$ cat config.mk
export PLATFORM = sky130hd
export DESIGN_NAME = dmem_arbiter_flat
export DESIGN_NICKNAME = d
export VERILOG_FILES = /design/src/rtl/dmem_arbiter_pkg.sv /design/src/rtl/dmem_arbiter_if.sv /design/src/rtl/arb_wait_counter.sv /design/src/rtl/dmem_arbiter.sv /design/src/flat_wrapper.sv
export SDC_FILE = /design/constraint.sdc
export NUM_CORES = 1
export LEC_CHECK = 0
export ABC_AREA = 1
export BUFFER_PORTS_ARGS = -buffer_cell sky130_fd_sc_hd__buf_4
export CORE_MARGIN = 2
export CORE_UTILIZATION = 37
export DETAILED_ROUTE_END_ITERATION = 7
export GPL_ROUTABILITY_DRIVEN = 0
export PLACE_DENSITY = 0.8
export SYNTH_ARGS = -nofsm -noshare
export SYNTH_HDL_FRONTEND = slang
export SYNTH_SLANG_ARGS = --single-unit
$ cat constraint.sdc
create_clock -name clock -period 1.5 [get_ports clock]
set_input_delay 0.075 -clock clock [delete_from_list [all_inputs] [get_ports clock]]
set_output_delay 0.075 -clock clock [all_outputs]
set_load 0.005 [all_outputs]
$ cat src/rtl/dmem_arbiter_pkg.sv
// Shared definitions for the data-memory arbiter: default widths, FSM
// state encoding and the starvation counter width.
package dmem_arb_defs;

  localparam int ADDR_W_DEF = 12;
  localparam int DATA_W_DEF = 32;
  localparam int WAIT_W     = 8;

  typedef enum logic {
    ST_NORMAL = 1'b0,
    ST_FORCE  = 1'b1
  } arb_state_t;

  // Counter value seen on the last denied cycle before a forced grant.
  function automatic logic [WAIT_W-1:0] wait_thresh(input int max_wait);
    return WAIT_W'(max_wait - 1);
  endfunction

endpackage

$ cat src/rtl/dmem_arbiter_if.sv
// Bundle of processor, video and dmem-side signals around the arbiter.
//
// Handshakes:
//   cpu side  : cpu_en marks an access; if cpu_stall is high in that cycle
//               the access was not performed and the CPU re-presents the
//               identical access next cycle. Otherwise it completes in the
//               same cycle (cpu_q valid immediately for loads).
//   video side: vid_req is a request, vid_gnt the same-cycle grant. While
//               vid_req is high and not granted, vid_addr is held stable.
//               vid_valid pulses the cycle after each grant with vid_q.
//   mem side  : plain synchronous-RAM port, mem_q answers the address
//               presented in the same cycle.
interface dmem_arbiter_if #(
  parameter int ADDR_W = dmem_arb_defs::ADDR_W_DEF,
  parameter int DATA_W = dmem_arb_defs::DATA_W_DEF
);

  logic              cpu_en;
  logic [ADDR_W-1:0] cpu_addr;
  logic [DATA_W-1:0] cpu_data;
  logic              cpu_wren;
  logic [DATA_W-1:0] cpu_q;
  logic              cpu_stall;

  logic              vid_req;
  logic [ADDR_W-1:0] vid_addr;
  logic              vid_gnt;
  logic [DATA_W-1:0] vid_q;
  logic              vid_valid;

  logic [ADDR_W-1:0] mem_addr;
  logic [DATA_W-1:0] mem_data;
  logic              mem_wren;
  logic [DATA_W-1:0] mem_q;

  // Arbiter side.
  modport slave (
    input  cpu_en, cpu_addr, cpu_data, cpu_wren, vid_req, vid_addr, mem_q,
    output cpu_q, cpu_stall, vid_gnt, vid_q, vid_valid,
           mem_addr, mem_data, mem_wren
  );

  // Environment side (processor, video requester and dmem together).
  modport master (
    output cpu_en, cpu_addr, cpu_data, cpu_wren, vid_req, vid_addr, mem_q,
    input  cpu_q, cpu_stall, vid_gnt, vid_q, vid_valid,
           mem_addr, mem_data, mem_wren
  );

endinterface

$ cat src/rtl/arb_wait_counter.sv
// Saturating count of consecutive denied video cycles, with a compare
// output used to trigger the forced grant.
module arb_wait_counter
  import dmem_arb_defs::*;
#(
  parameter logic [WAIT_W-1:0] THRESH = '0
) (
  input  logic              clock,
  input  logic              reset,
  input  logic              inc,
  input  logic              clr,
  output logic [WAIT_W-1:0] count,
  output logic              at_thresh
);

  // Clear wins over increment; hold at all-ones instead of wrapping.
  always_ff @(posedge clock) begin
    if (reset || clr) begin
      count <= '0;
    end else if (inc && (count != '1)) begin
      count <= count + 1'b1;
    end
  end

  assign at_thresh = (count == THRESH);

endmodule

$ cat src/rtl/dmem_arbiter.sv
// Shares the dmem port between the processor (priority) and the video
// scanout reader. After MAX_WAIT consecutive denials the video requester
// is granted for one cycle and the processor is stalled if it wanted the
// port.
module dmem_arbiter
  import dmem_arb_defs::*;
#(
  parameter int ADDR_W   = ADDR_W_DEF,
  parameter int DATA_W   = DATA_W_DEF,
  parameter int MAX_WAIT = 8
) (
  input  logic              clock,
  input  logic              reset,
  dmem_arbiter_if.slave     bus,
  output arb_state_t        dbg_state,
  output logic [WAIT_W-1:0] dbg_wait_cnt
);

  localparam logic [WAIT_W-1:0] THRESH = wait_thresh(MAX_WAIT);

  arb_state_t        state;
  arb_state_t        state_nxt;
  logic              vid_gnt;
  logic              cpu_stall;
  logic              wait_inc;
  logic              wait_clr;
  logic              at_thresh;
  logic [WAIT_W-1:0] wait_cnt;
  logic [ADDR_W-1:0] mux_addr;
  logic              mux_wren;
  logic [DATA_W-1:0] vid_q_r;
  logic              vid_valid_r;

  arb_wait_counter #(
    .THRESH(THRESH)
  ) u_wait (
    .clock    (clock),
    .reset    (reset),
    .inc      (wait_inc),
    .clr      (wait_clr),
    .count    (wait_cnt),
    .at_thresh(at_thresh)
  );

  // Denials accumulate only while video keeps asking.
  assign wait_inc = bus.vid_req && !vid_gnt;
  assign wait_clr = vid_gnt || !bus.vid_req;

  // FSM state register.
  always_ff @(posedge clock) begin
    if (reset) begin
      state <= ST_NORMAL;
    end else begin
      state <= state_nxt;
    end
  end

  // Grant/stall decision and next state; FORCE lasts exactly one cycle.
  always_comb begin
    state_nxt = ST_NORMAL;
    vid_gnt   = bus.vid_req && (!bus.cpu_en || (state == ST_FORCE)) && !reset;
    cpu_stall = vid_gnt && bus.cpu_en;
    if ((state == ST_NORMAL) && bus.vid_req && !vid_gnt && at_thresh) begin
      state_nxt = ST_FORCE;
    end
  end

  // Port mux: video reads never write; CPU stores are blocked while stalled.
  always_comb begin
    mux_addr = bus.cpu_addr;
    mux_wren = bus.cpu_en && bus.cpu_wren && !cpu_stall && !reset;
    if (vid_gnt) begin
      mux_addr = bus.vid_addr;
      mux_wren = 1'b0;
    end
  end

  // Capture video read data at the end of the grant cycle.
  always_ff @(posedge clock) begin
    if (reset) begin
      vid_q_r     <= '0;
      vid_valid_r <= 1'b0;
    end else begin
      vid_valid_r <= vid_gnt;
      if (vid_gnt) begin
        vid_q_r <= bus.mem_q;
      end
    end
  end

  assign bus.mem_addr  = mux_addr;
  assign bus.mem_data  = bus.cpu_data;
  assign bus.mem_wren  = mux_wren;
  assign bus.cpu_q     = bus.mem_q;
  assign bus.cpu_stall = cpu_stall;
  assign bus.vid_gnt   = vid_gnt;
  assign bus.vid_q     = vid_q_r;
  assign bus.vid_valid = vid_valid_r;

  assign dbg_state    = state;
  assign dbg_wait_cnt = wait_cnt;

endmodule

$ cat src/flat_wrapper.sv
// flat-port wrapper written by rule: the top's interface ports become plain ports
module dmem_arbiter_flat import dmem_arb_defs::*;
#(
  parameter int ADDR_W   = ADDR_W_DEF,
  parameter int DATA_W   = DATA_W_DEF,
  parameter int MAX_WAIT = 8
)
  (clock, reset, dbg_state, dbg_wait_cnt, bus_cpu_en, bus_cpu_addr, bus_cpu_data, bus_cpu_wren, bus_vid_req, bus_vid_addr, bus_mem_q, bus_cpu_q, bus_cpu_stall, bus_vid_gnt, bus_vid_q, bus_vid_valid, bus_mem_addr, bus_mem_data, bus_mem_wren);
  dmem_arbiter_if #(.ADDR_W(ADDR_W), .DATA_W(DATA_W)) bus_i ();
  input  logic clock;
  input  logic reset;
  output arb_state_t dbg_state;
  output logic [WAIT_W-1:0] dbg_wait_cnt;
  input wire logic [$bits(bus_i.cpu_en)-1:0] bus_cpu_en;
  input wire logic [$bits(bus_i.cpu_addr)-1:0] bus_cpu_addr;
  input wire logic [$bits(bus_i.cpu_data)-1:0] bus_cpu_data;
  input wire logic [$bits(bus_i.cpu_wren)-1:0] bus_cpu_wren;
  input wire logic [$bits(bus_i.vid_req)-1:0] bus_vid_req;
  input wire logic [$bits(bus_i.vid_addr)-1:0] bus_vid_addr;
  input wire logic [$bits(bus_i.mem_q)-1:0] bus_mem_q;
  output wire logic [$bits(bus_i.cpu_q)-1:0] bus_cpu_q;
  output wire logic [$bits(bus_i.cpu_stall)-1:0] bus_cpu_stall;
  output wire logic [$bits(bus_i.vid_gnt)-1:0] bus_vid_gnt;
  output wire logic [$bits(bus_i.vid_q)-1:0] bus_vid_q;
  output wire logic [$bits(bus_i.vid_valid)-1:0] bus_vid_valid;
  output wire logic [$bits(bus_i.mem_addr)-1:0] bus_mem_addr;
  output wire logic [$bits(bus_i.mem_data)-1:0] bus_mem_data;
  output wire logic [$bits(bus_i.mem_wren)-1:0] bus_mem_wren;
  assign bus_i.cpu_en = bus_cpu_en;
  assign bus_i.cpu_addr = bus_cpu_addr;
  assign bus_i.cpu_data = bus_cpu_data;
  assign bus_i.cpu_wren = bus_cpu_wren;
  assign bus_i.vid_req = bus_vid_req;
  assign bus_i.vid_addr = bus_vid_addr;
  assign bus_i.mem_q = bus_mem_q;
  assign bus_cpu_q = bus_i.cpu_q;
  assign bus_cpu_stall = bus_i.cpu_stall;
  assign bus_vid_gnt = bus_i.vid_gnt;
  assign bus_vid_q = bus_i.vid_q;
  assign bus_vid_valid = bus_i.vid_valid;
  assign bus_mem_addr = bus_i.mem_addr;
  assign bus_mem_data = bus_i.mem_data;
  assign bus_mem_wren = bus_i.mem_wren;
  dmem_arbiter #(.ADDR_W(ADDR_W), .DATA_W(DATA_W), .MAX_WAIT(MAX_WAIT)) u_core (.clock(clock), .reset(reset), .bus(bus_i), .dbg_state(dbg_state), .dbg_wait_cnt(dbg_wait_cnt));
endmodule
Word-level counts from Yosys, hierarchy flattened
Index checks and enable logic that the tools add are counted.

word-level totals
  output and inout port bits = 121
  register bits after elaboration = 42

cells by class
  $add $sub $neg = 1
  equality and inequality tests = 2
  reduce and logical (&&, ||, !) cells = 19
  bitwise operators = 1
  multiplexer cells = 3

operators with widths
  operator                                        number
  2-to-1 mux 12 bit                               1
  logical AND 1 bit                               11
  adder 8 x 1 -> 8 bit (second input constant)    1
  == test 8 x 3 -> 1 bit (second input constant)  1
  != test 8 bit (second input constant)           1
  logical NOT 1 bit                               5
  logical OR 1 bit                                3
  2-to-1 mux 1 bit                                2
  inverter 1 bit                                  1

Depth between registers and ports, before layout
  depth in word-level cells = 9
  depth in mapped cells = 8

By module
From an unflattened synthesis, not the netlist that was laid out.

unflattened totals
  cell total of the unflattened synthesis = 395
  area, all modules = 2533.7 um2

modules (own cells, without submodules)
  module            instances  cells an instance  seq. area each (um2)  area an instance (um2)
  dmem_arbiter      1          321                680.7                 2072.0
  arb_wait_counter  1          74                 160.2                 461.7

Worst setup path before layout
No wires, ideal clock.

  kind = register to register
  from = register u_core.u_wait.count[0]
  to = register u_core.u_wait.count[4]
  cell stages (with the launch flop) = 8
  arrival time = 1.108 ns
  setup slack = 0.322 ns
  cells stage by stage = dfxtp_1 ha_1 nand3_1 inv_1 nand2_2 nand2_4 nand2_1 a21oi_1

between the ends
  cells in the longest elaborated chain, start to end = 2
  elaborated cells on any way between the ends = 3
  classes of those cells = add/sub: 1; eq/ne: 1; reduce/logical: 1

ends and longest elaborated chain
  what                                                                          line                    source
  start: declaration                                                            arb_wait_counter.sv:12  output logic [WAIT_W-1:0] count,
  start signal: assignment                                                      arb_wait_counter.sv:21  count <= count + 1'b1;
  parallel branches: the longest is 2 deep, another holds adder 8 x 1 -> 8 bit  n/a

Parallel ways; which one is timed is not known.
A chain may end at the register's enable or synchronous reset.

Worst setup path in the final report
  from = register u_core.state (netlist: u_core.dbg_state)
  to = output bus_mem_addr[5]

between the ends
  cells in the longest elaborated chain, start to end = 4

ends and longest elaborated chain
  what                            line                source
  start: declaration              dmem_arbiter.sv:21  arb_state_t state;
  start signal: assignment        dmem_arbiter.sv:54  state <= state_nxt;
  logical OR 1 bit                dmem_arbiter.sv:61  vid_gnt = bus.vid_req && (!bus.cpu_en || (state == ST_FORCE)) && !reset;
  logical AND 1 bit (2 in a row)  dmem_arbiter.sv:61
  2-to-1 mux 12 bit               dmem_arbiter.sv:72  if (vid_gnt) begin
  end: declaration                flat_wrapper.sv:26  output wire logic [$bits(bus_i.mem_addr)-1:0] bus_mem_addr;

Every way passes these cells.

==> summary.txt <==
Clock tree
  • TritonCTS clock tree: yes
  • TritonCTS buffer count: 5
  • Buffer cell driving the clock tree root: clkbuf_8
  • Clock-pin slew on the worst setup and hold paths: 0.08 ns
  • Number of sinks on the clock net: 42
  • H-tree depth: 2
  • Maximum buffer depth of the clock tree: 2
  • Clock Latency Late Sink: 0.29 ns
  • CTS hold repair buffers: 0

Worst setup path
  • Slowest cell on crit path: dfxtp_2
  • Required time of the critical path: 1.42 ns
  • CP endpoint kind: primary output
  • Top fanout value on the critical path: 7
  • Critical path startpoint: u_core.dbg_state
  • Slowest stage delay, CP: 0.35 ns
  • Critical path arrival: 1.42 ns
  • CP Launch Type: flip-flop
  • Dominant delay contributor by cell family on the critical path: buffers and inverters
  • List of cells traversed by the critical path: inv_2 > nand2_4 > nand2_4 > nor2_4 > buf_12 > buf_4 > nand2_1 > nand2_1 > buf_4
  • Buffer and inverter count on the worst path: 4
  • Source of the worst register-to-register timing path: u_core.u_wait.count[0]
  • Worst Path Class, Setup: reg -> out

Drt
  • 1st-iter DRT viols: 83
  • Final wirelength: 6.85 mm
  • Total vias in the final route: 2339
  • Residual antenna-violating net count after detailed routing: 0
  • Vias/cell: 4.70
  • Pre-antenna DRT Iters: 4
  • Detailed-route wire length per cell: 13.8 um
  • Residual DRC: 0

Flow run
  • Number of violations of the max-capacitance limit: 0

Layout
  • Net count of the finished layout: 516
  • Layout cells sized above 1: 48.0%
  • Area grow syn2layout: 42.2%
  • Number of diodes added for antenna fixing: 0

Power and ir drop
  • IR drop worst, VDD: 0.420 mV
  • Leakage power total: 1.68 nW
  • Areal power density over the cells: 856 nW/um2

Timing
  • Highest achievable clock rate: 668 MHz
  • Post-route worst hold slack: 0.0198 ns
  • Rel. slew slack: 78.5%
  • Final number of hold-violating endpoints: 0
  • Final setup violation count: 0
  • Min Clock Period, post-route: 1.50 ns
  • Fin crit share: 99.8%
  • Number of pins exceeding their max-slew limit in the final report: 0
  • Setup repair after global routing missed its margin: true
  • Worst setup margin: 0.00270 ns
  • Actual slew at the worst max-slew pin: 0.323 ns
  • Clock skew: 0.00280 ns

Floorplanning
  • Initial core utilization: 38.9%
  • Die extent in y: 83.6 um
  • Full die area: 6990 um2
  • Top-level port count: 214
  • Area of the core region: 6030 um2
  • Horizontal die dimension: 83.6 um
  • Number of cell rows: 28

Global routing
  • Overall fraction of global-route tracks in use: 18.1%
  • Remaining Overflow, GRT: 0
  • Initial antenna violation count: 0
  • Maximum number of pins on one net before global-route repair: 34
  • First-pass GRT wire length: 10.5 mm
  • Number of global-route vias before repair: 2247

Outcome
  • Status: finished, final reports clean

Yosys
  • Number of storage elements in the synthesis netlist: 42
  • Per-instance average area after synthesis: 7.19 um2
  • Cells after synthesis: 326
  • Unique masters post-synth: 22
  • Synth Warn #: 0
  • Primary FF master, synth: dfxtp_1
  • Number of synthesized flops with an enable pin: 0
  • Fraction of the yosys area taken by sequential cells: 35.9%
  • Async SR Flop Fraction: 0%
  • Syn nets: 420
  • Area of the mapped netlist: 2340 um2

Hold path
  • Min-Delay Path Class: in -> reg
  • Worst hold path startpoint: bus_mem_q[13]

Placement
  • Post-DP HPWL: 5.11 mm
  • Port-buffer cells: 149
  • Worst slack, placed: 0.200 ns
report_power, final:
| part | total [mW] | internal, mW | switching, mW | leakage (nW) |
|---|---|---|---|---|
| clock | 1.09 | 0.710 | 0.384 | 0.0714 |
| combinational | 0.562 | 0.325 | 0.237 | 1.26 |
| sequential | 1.20 | 1.17 | 0.0320 | 0.344 |
| total | 2.85 | 2.20 | 0.653 | 1.68 |
cell usage in the layout, fill, tap and decap left out, types with 3 or more instances in the layout:
master | Yosys | routed
buf_4 | 68 | 154
nand2_1 | 100 | 83
dfxtp_1 | 42 | 41
nor2_1 | 31 | 31
a21oi_1 | 27 | 27
nand2_2 | 1 | 18
inv_1 | 13 | 12
nand3_1 | 9 | 9
o21ai_0 | 9 | 9
buf_6 | 5 | 7
clkbuf_8 | 0 | 6
inv_2 | 3 | 3
nand2_4 | 3 | 3
nand4_1 | 3 | 3
cells in the mapped netlist, types with 2 or more instances:
cell type  instances  share of area (%)
nand2_4            3                1.4
a21oi_1           27                5.8
o21ai_1            2               0.43
inv_2              3               0.48
clkbuf_1           2               0.32
buf_4             68                 22
inv_1             13                2.1
buf_6              5                2.4
nor3_2             2               0.85
nand2_1          100                 16
nor2_1            31                5.0
nand3_1            9                1.9
nand4_1            3               0.80
dfxtp_1           42                 36
o21ai_0            9                1.9
final cells by class:
type | count | area (um2)
clock buffer | 6 | 82.6
clock inverter | 2 | 60.1
fill | 582 | 2690
inverter | 17 | 73.8
multi-input combinational | 192 | 905
sequential | 42 | 842
tap | 75 | 93.8
timing repair buffer | 163 | 1270
timing repair inverter | 1 | 6.26
sequential cells by signal, indices dropped and copies added (netlist names):
| register | count |
|---|---|
| u_core.bus.vid_valid | 1 |
| u_core.dbg_state | 1 |
| u_core.u_wait.count | 8 |
| u_core.bus.vid_q | 32 |
through the flow:
step	utilization, %	area [um2]	total power [mW]	std cells	setup TNS (ns)
2_1_floorplan	-	2340	1.53	326	0
3_3_place_gp	50.0	3010	1.73	479	0
3_5_place_dp	50.0	3010	1.74	479	0
4_1_cts	53.4	3220	2.85	493	-0.0241
5_1_grt	55.3	3330	2.98	498	-0.417
6_report	55.3	3330	2.85	498	0
worst paths after layout:
| check | depth (start not counted) | to | slack (ns) |
|---|---|---|---|
| worst max-delay path | 9 | bus_mem_addr[5] | 0.003 |
| worst min-delay path | 3 | u_core.bus.vid_q[13] | 0.02 |
| worst max register to register | 7 | u_core.u_wait.count[4] | 0.17 |
| worst min register to register | 2 | u_core.bus.vid_q[8] | 0.47 |
timing repair:
action,in CTS,in global routing
endpoints found under the setup margin,12,13
pin swaps,3,15
cloned,0,1
resized for setup,7,25
buffers inserted,6,4
metal layers:
layer | global-route usage, % | wire, um
met3 | 4.75 | 589
met1 | 18.4 | 2320
met2 | 34.8 | 3720
met5 | 0 | 0
met4 | 6.89 | 220
cell families (layout without fill, tap and decap cells):
kind of cell	count (synthesis)	count (layout)	synth area share, %
AOI/OAI and AO/OA	39	39	8.81
xor gates and xnor gates	1	1	0.374
adders and majority gates	1	1	0.534
DFF	42	42	35.9
and+or+nand+nor	151	151	27.1
buffers and inverters	92	189	27.3
tightest hold or removal path, delay by kind of cell:
kind                   cells  cell delay [ns]
buffers and inverters      1             0.08
AND/OR/NAND/NOR            2             0.11
Note: power is estimated with default switching activity, not from simulation.
